==> src/rtl/core_check_pkg.sv <==
// Shared types and defaults for the core result checker.
package core_check_pkg;

  // Checker FSM states; encodings are fixed so they can be probed on hardware.
  typedef enum logic [2:0] {
    ST_IDLE   = 3'd0,
    ST_SETTLE = 3'd1,
    ST_CHECK  = 3'd2,
    ST_PASS   = 3'd3,
    ST_FAIL   = 3'd4
  } state_e;

  localparam int DEF_DATA_W        = 32;
  localparam int DEF_NUM_CH        = 1;
  localparam int DEF_STABLE_CYCLES = 4;
  localparam int DEF_CNT_W         = 16;

  // Bits needed to hold values 0..max_val (at least one bit).
  function automatic int cnt_width(input int max_val);
    return (max_val < 2) ? 1 : $clog2(max_val + 1);
  endfunction

endpackage

==> src/rtl/stable_detect.sv <==
// One result channel: remembers the previous sample and counts consecutive
// unchanged cycles, saturating at STABLE_CYCLES.
module stable_detect
  import core_check_pkg::*;
#(
  parameter int DATA_W        = DEF_DATA_W,
  parameter int STABLE_CYCLES = DEF_STABLE_CYCLES
) (
  input  logic              clk_i,
  input  logic              rst_ni,
  input  logic              clear_i,
  input  logic              en_i,
  input  logic [DATA_W-1:0] sample_i,
  output logic              settled_o
);

  localparam int            CW  = cnt_width(STABLE_CYCLES);
  localparam logic [CW-1:0] SAT = CW'(STABLE_CYCLES);

  logic [DATA_W-1:0] prev_q;
  logic [CW-1:0]     cnt_q;
  logic [CW-1:0]     cnt_d;

  // Next stability count: grows while the sample repeats, drops to zero on change.
  always_comb begin
    // NOTE: every variable driven here gets a default first, so no path leaves it
    // holding its old value and no latch is inferred.
    cnt_d = '0;
    if (sample_i == prev_q) begin
      cnt_d = (cnt_q == SAT) ? SAT : cnt_q + CW'(1);
    end
  end

  // Settled means the count this sample produces reaches the window, so the
  // decision can be taken on the same edge that completes the window.
  assign settled_o = (cnt_d == SAT);

  // Sample history and counter; clear reloads the history on entry to checking.
  always_ff @(posedge clk_i) begin
    // NOTE: sequential state uses non-blocking assignments so every register
    // samples pre-edge values regardless of statement order.
    if (!rst_ni) begin
      prev_q <= '0;
      cnt_q  <= '0;
    end else if (clear_i) begin
      prev_q <= sample_i;
      cnt_q  <= '0;
    end else if (en_i) begin
      prev_q <= sample_i;
      cnt_q  <= cnt_d;
    end
  end

endmodule

==> config.mk <==
export PLATFORM = sky130hd
export DESIGN_NAME = stable_detect
export DESIGN_NICKNAME = d
export VERILOG_FILES = /design/src/rtl/core_check_pkg.sv /design/src/rtl/stable_detect.sv
export SDC_FILE = /design/constraint.sdc
export NUM_CORES = 1
export LEC_CHECK = 0
export CORE_ASPECT_RATIO = 1.4
export CORE_MARGIN = 1
export CORE_UTILIZATION = 40
export DETAILED_ROUTE_END_ITERATION = 8
export GPL_TIMING_DRIVEN = 1
export PLACE_DENSITY = 0.67
export SETUP_SLACK_MARGIN = 0.15
export SKIP_LAST_GASP = 1
export SLEW_MARGIN = 10
export SYNTH_ARGS = -nofsm -noshare
export SYNTH_HDL_FRONTEND = slang
export SYNTH_SLANG_ARGS = --single-unit
==> constraint.sdc <==
create_clock -name clk_i -period 2.5 [get_ports clk_i]
set_input_delay 0.625 -clock clk_i [delete_from_list [all_inputs] [get_ports clk_i]]
set_output_delay 0.625 -clock clk_i [all_outputs]
set_load 0.005 [all_outputs]
## After elaboration in Yosys (flattened, before gate mapping)

Cells that the tools add are included.

| operators by class | value |
|---|---|
| bitwise operators | 1 |
| $lt $le $gt $ge | 0 |
| multiplexer cells | 4 |
| reduce and logical (&&, ||, !) cells | 2 |
| divide/modulo/power cells | 0 |
| multipliers | 0 |
| eq/ne operators | 3 |
| shift-type cells | 0 |
| add/subtract/negate cells | 1 |

Operators with widths:

| kind | number |
|---|---|
| 32-bit two-way mux | 2 |
| 32-bit equality test | 1 |
| 3-bit equality test, second input constant | 2 |
| 3-bit two-way mux | 2 |
| 3-bit by 1-bit adder with 3-bit output, second input constant | 1 |
| 2-bit nonzero test | 1 |
| 2-bit OR reduction | 1 |
| 1-bit inverter | 1 |

| word-level totals | value |
|---|---|
| memory bits (read-only) | 0 |
| flip-flop bits (word level) | 35 |
| RAM bits | 0 |
| output and inout port bits | 1 |
| memories kept | 0 |
| bits in latches | 0 |
| logic and storage cells | 13 |

## Depth between registers and ports, before layout

| depth | value |
|---|---|
| word-level depth | 4 |
| gate-level depth with buffers | 6 |
| mapped depth without buffers | 5 |

## Least setup slack after synthesis

Ideal clock, no wire load.

| path | value |
|---|---|
| path kind | input -> output |
| start | input sample_i[29] |
| end | output settled_o |
| arrival | 1.401 ns |
| stages on the path | 5 |
| setup slack | 0.474 ns |
| path buffers | 0 |
| cell sequence | xnor2_1 > nand4_1 > nor4_1 > nand2_1 > a211oi_2 |

| between the ends | value |
|---|---|
| word-level cells in the longest chain between the ends | 3 |

Ends and longest elaborated chain:

| element | line | RTL |
|---|---|---|
| start, declared | stable_detect.sv:13 | `input logic [DATA_W-1:0] sample_i,` |
| 32-bit equality test | stable_detect.sv:29 | `if (sample_i == prev_q) begin` |
| 3-bit two-way mux | stable_detect.sv:29 |  |
| 3-bit equality test | stable_detect.sv:36 | `assign settled_o = (cnt_d == SAT);` |
| end, declared | stable_detect.sv:14 | `output logic settled_o` |

No other way between the ends.

## Worst setup path in the final report

Same ends and word-level chain as after synthesis.

==> metrics <==
internal power=964 uW; Root Driver=clkbuf_8; # rows=28; minimum clock period=approximately 2.4 ns; period utilization=a little over nine tenths; post-DR wirelength/cell=approximately 13 um; PD cells=550 mW/mm2; CORE AREA=0.00420 mm2; synthesis-stage register bit count=35; Net Sw Frac=between 20% and 30%; gr ovfl total=0; Initial Util=between 40% and 50%; top cells by count, synth=nand2_1 (66), dfxtp_1 (35), xnor2_1 (32); Combinational Power Share=16.7%; number of synthesized flops with an enable pin=0; I/O pin count=37; fmax=about 430 MHz; clk_lat worst skew=0.29 ns; number of global-route vias before repair=1374; worst-path fanout max=2; Synth top area share=40.0%; Total GRT Usage=17.1%; largest net degree at the start of global routing=33; total number of vias=1451; TritonCTS clock tree=yes; Leakage Power=0.943 nW; area grow syn2layout=32.3%; H-tree levels=2; Max Slew Vio Count=0; DRT iter0 DRCs=26; RSZ-0062 raised after global routing=true; status=finished, violations left; WL final=~3700 um; first-pass GRT wire length=a little under 6000 um; Setup WS pre-CTS=-0.774 ns; hpwl dp=2500 um; top post-synthesis cells by area=dfxtp_1 (40%), xnor2_1 (16%), nand2_1 (14%), a21boi_0 (9.9%), a21boi_1 (3.9%); Final Hold Fails=0; Slew @ Worst Pin=about 0.35 ns; Fin Hold WS=0.469 ns; Worst slew margin=76.8%; count leader, synth=nand2_1; failing checks=design-rule violations; setup TNS=0 ns; Most used DFF post-synth=dfxtp_1; Worst Hold Class=reg -> reg; crit path DAT=1.73 ns; Post-CTS Hold Fix Bufs=0; total power=roughly 1.3 mW; Netlist cell types=27; die width=about 58 um; crit end category=output port; clock slew at reported path FFs=0.07 ns; worst setup margin=0.149 ns; fin util=a little under three fifths; CTS Sinks=35; Die ar.=0.00465 mm2; max_cap viols=0; crit start category=primary input; Crit Path Class=in -> out; Synth Net Count=roughly 250; Seq/Total Area, Yosys=40.0%; Mean Syn Cell Area=8.46 um2; # diodes=0; Final ANT Viol Nets=0; CTS buffer count=5; mapped cell area=0.00175 mm2; initial antenna violation count=0; post-synthesis cell count=207; routability cong.=0.745; Async SR Flop Fraction=0%; maximum vdd drop=between 300 and 400 uV; Yosys top cell by area=dfxtp_1; clk_skew=~0.0038 ns; final net count=283; final setup vio count=0; register share of total power=48.4%; residual DRC count=3; CP Data Required Time=1.88 ns; power share of the clock group=between 30% and 40%; NetSw=between 300 and 400 uW; chip height=80.3 um; vias per cell=around 5.0; TritonRoute pass-1 iters=6; fraction of layout cells with a size suffix above 1=28.9%; Clock Tree Buf Depth=2; synth warn=0; Port Buffers=36
==> final timing paths <==
kind                start   endpoint  slack, ns  cells after the start
max          sample_i[29]  settled_o       0.15                      7
min reg2reg     prev_q[6]  prev_q[6]       0.47                      2
max reg2reg    prev_q[29]   cnt_q[2]       0.86                      8
min             prev_q[6]  prev_q[6]       0.47                      2
==> power groups by stage <==
stage / Clock (mW) / Sequential (mW) / Combinational (mW)
3_3_place_gp: 0 / 0.621 / 0.200
4_1_cts: 0.457 / 0.613 / 0.204
2_1_floorplan: 0 / 0.619 / 0.115
3_5_place_dp: 0 / 0.623 / 0.201
6_report: 0.445 / 0.617 / 0.213
5_1_grt: 0.481 / 0.620 / 0.233
==> through the flow <==
| stage | instances | instance area [um2] |
|---|---|---|
| 2_1_floorplan | 207 | 1750 |
| 3_3_place_gp | 281 | 2130 |
| 3_5_place_dp | 281 | 2130 |
| 4_1_cts | 290 | 2260 |
| 5_1_grt | 291 | 2320 |
| 6_report | 291 | 2320 |
==> cells in the final DEF, fill, tap and decap left out, drive strengths merged, types with 2 or more instances in the layout <==
cell type       n
inv             2
nand3           2
buf            35
nor2            2
nor4            2
o21ai           2
nand4           9
clkdlybuf4s50   3
a21boi         32
ha              2
xnor2          32
nand2          66
clkbuf         12
dfxtp          35
==> layer usage <==
layer,part of all wire [%],vias to the layer above,track usage [%]
li1,-,756,-
met1,44,659,17.3
met2,49,29,31.3
met3,4.0,7,5.15
met4,2.7,0,8.10
met5,0,-,0
==> flip-flops by register name (all words and copies together) (netlist names) <==
register  cells
cnt_q         3
prev_q       32
==> cells by family (layout without fill, tap and decap cells) <==
logic type | Yosys count | after routing | synth area share (%)
compound gates | 38 | 38 | 16.2
xor+xnor | 32 | 32 | 16.0
fa+ha+maj | 2 | 2 | 1.43
buf+inv | 13 | 52 | 4.79
simple gates | 87 | 87 | 21.6
flops | 35 | 35 | 40.0
==> critical path, cell delays in order <==
cell and delay, ns:
buf_2 0.12, xnor2_2 0.16, nand4_1 0.14, nor4_2 0.28, nand2_1 0.12, a211oi_2 0.15
buf_2 0.14
==> area by class of cell <==
| cell class | instances | area, um2 |
|---|---|---|
| Inverter | 2 | 7.51 |
| Multi-Input combinational cell | 159 | 1130 |
| Timing Repair Buffer | 42 | 318 |
| Clock buffer | 8 | 100 |
| Tap cell | 45 | 56.3 |
| Fill cell | 404 | 1890 |
| Sequential cell | 35 | 702 |
==> repair_timing <==
action                     in CTS  in global routing
hold endpoints to repair        0                  0
setup endpoints to repair       1                  1
pin swaps                      41                 25
gates resized for setup       142                 24
buffers inserted                1                  1
(Power assumes the default switching activity.)
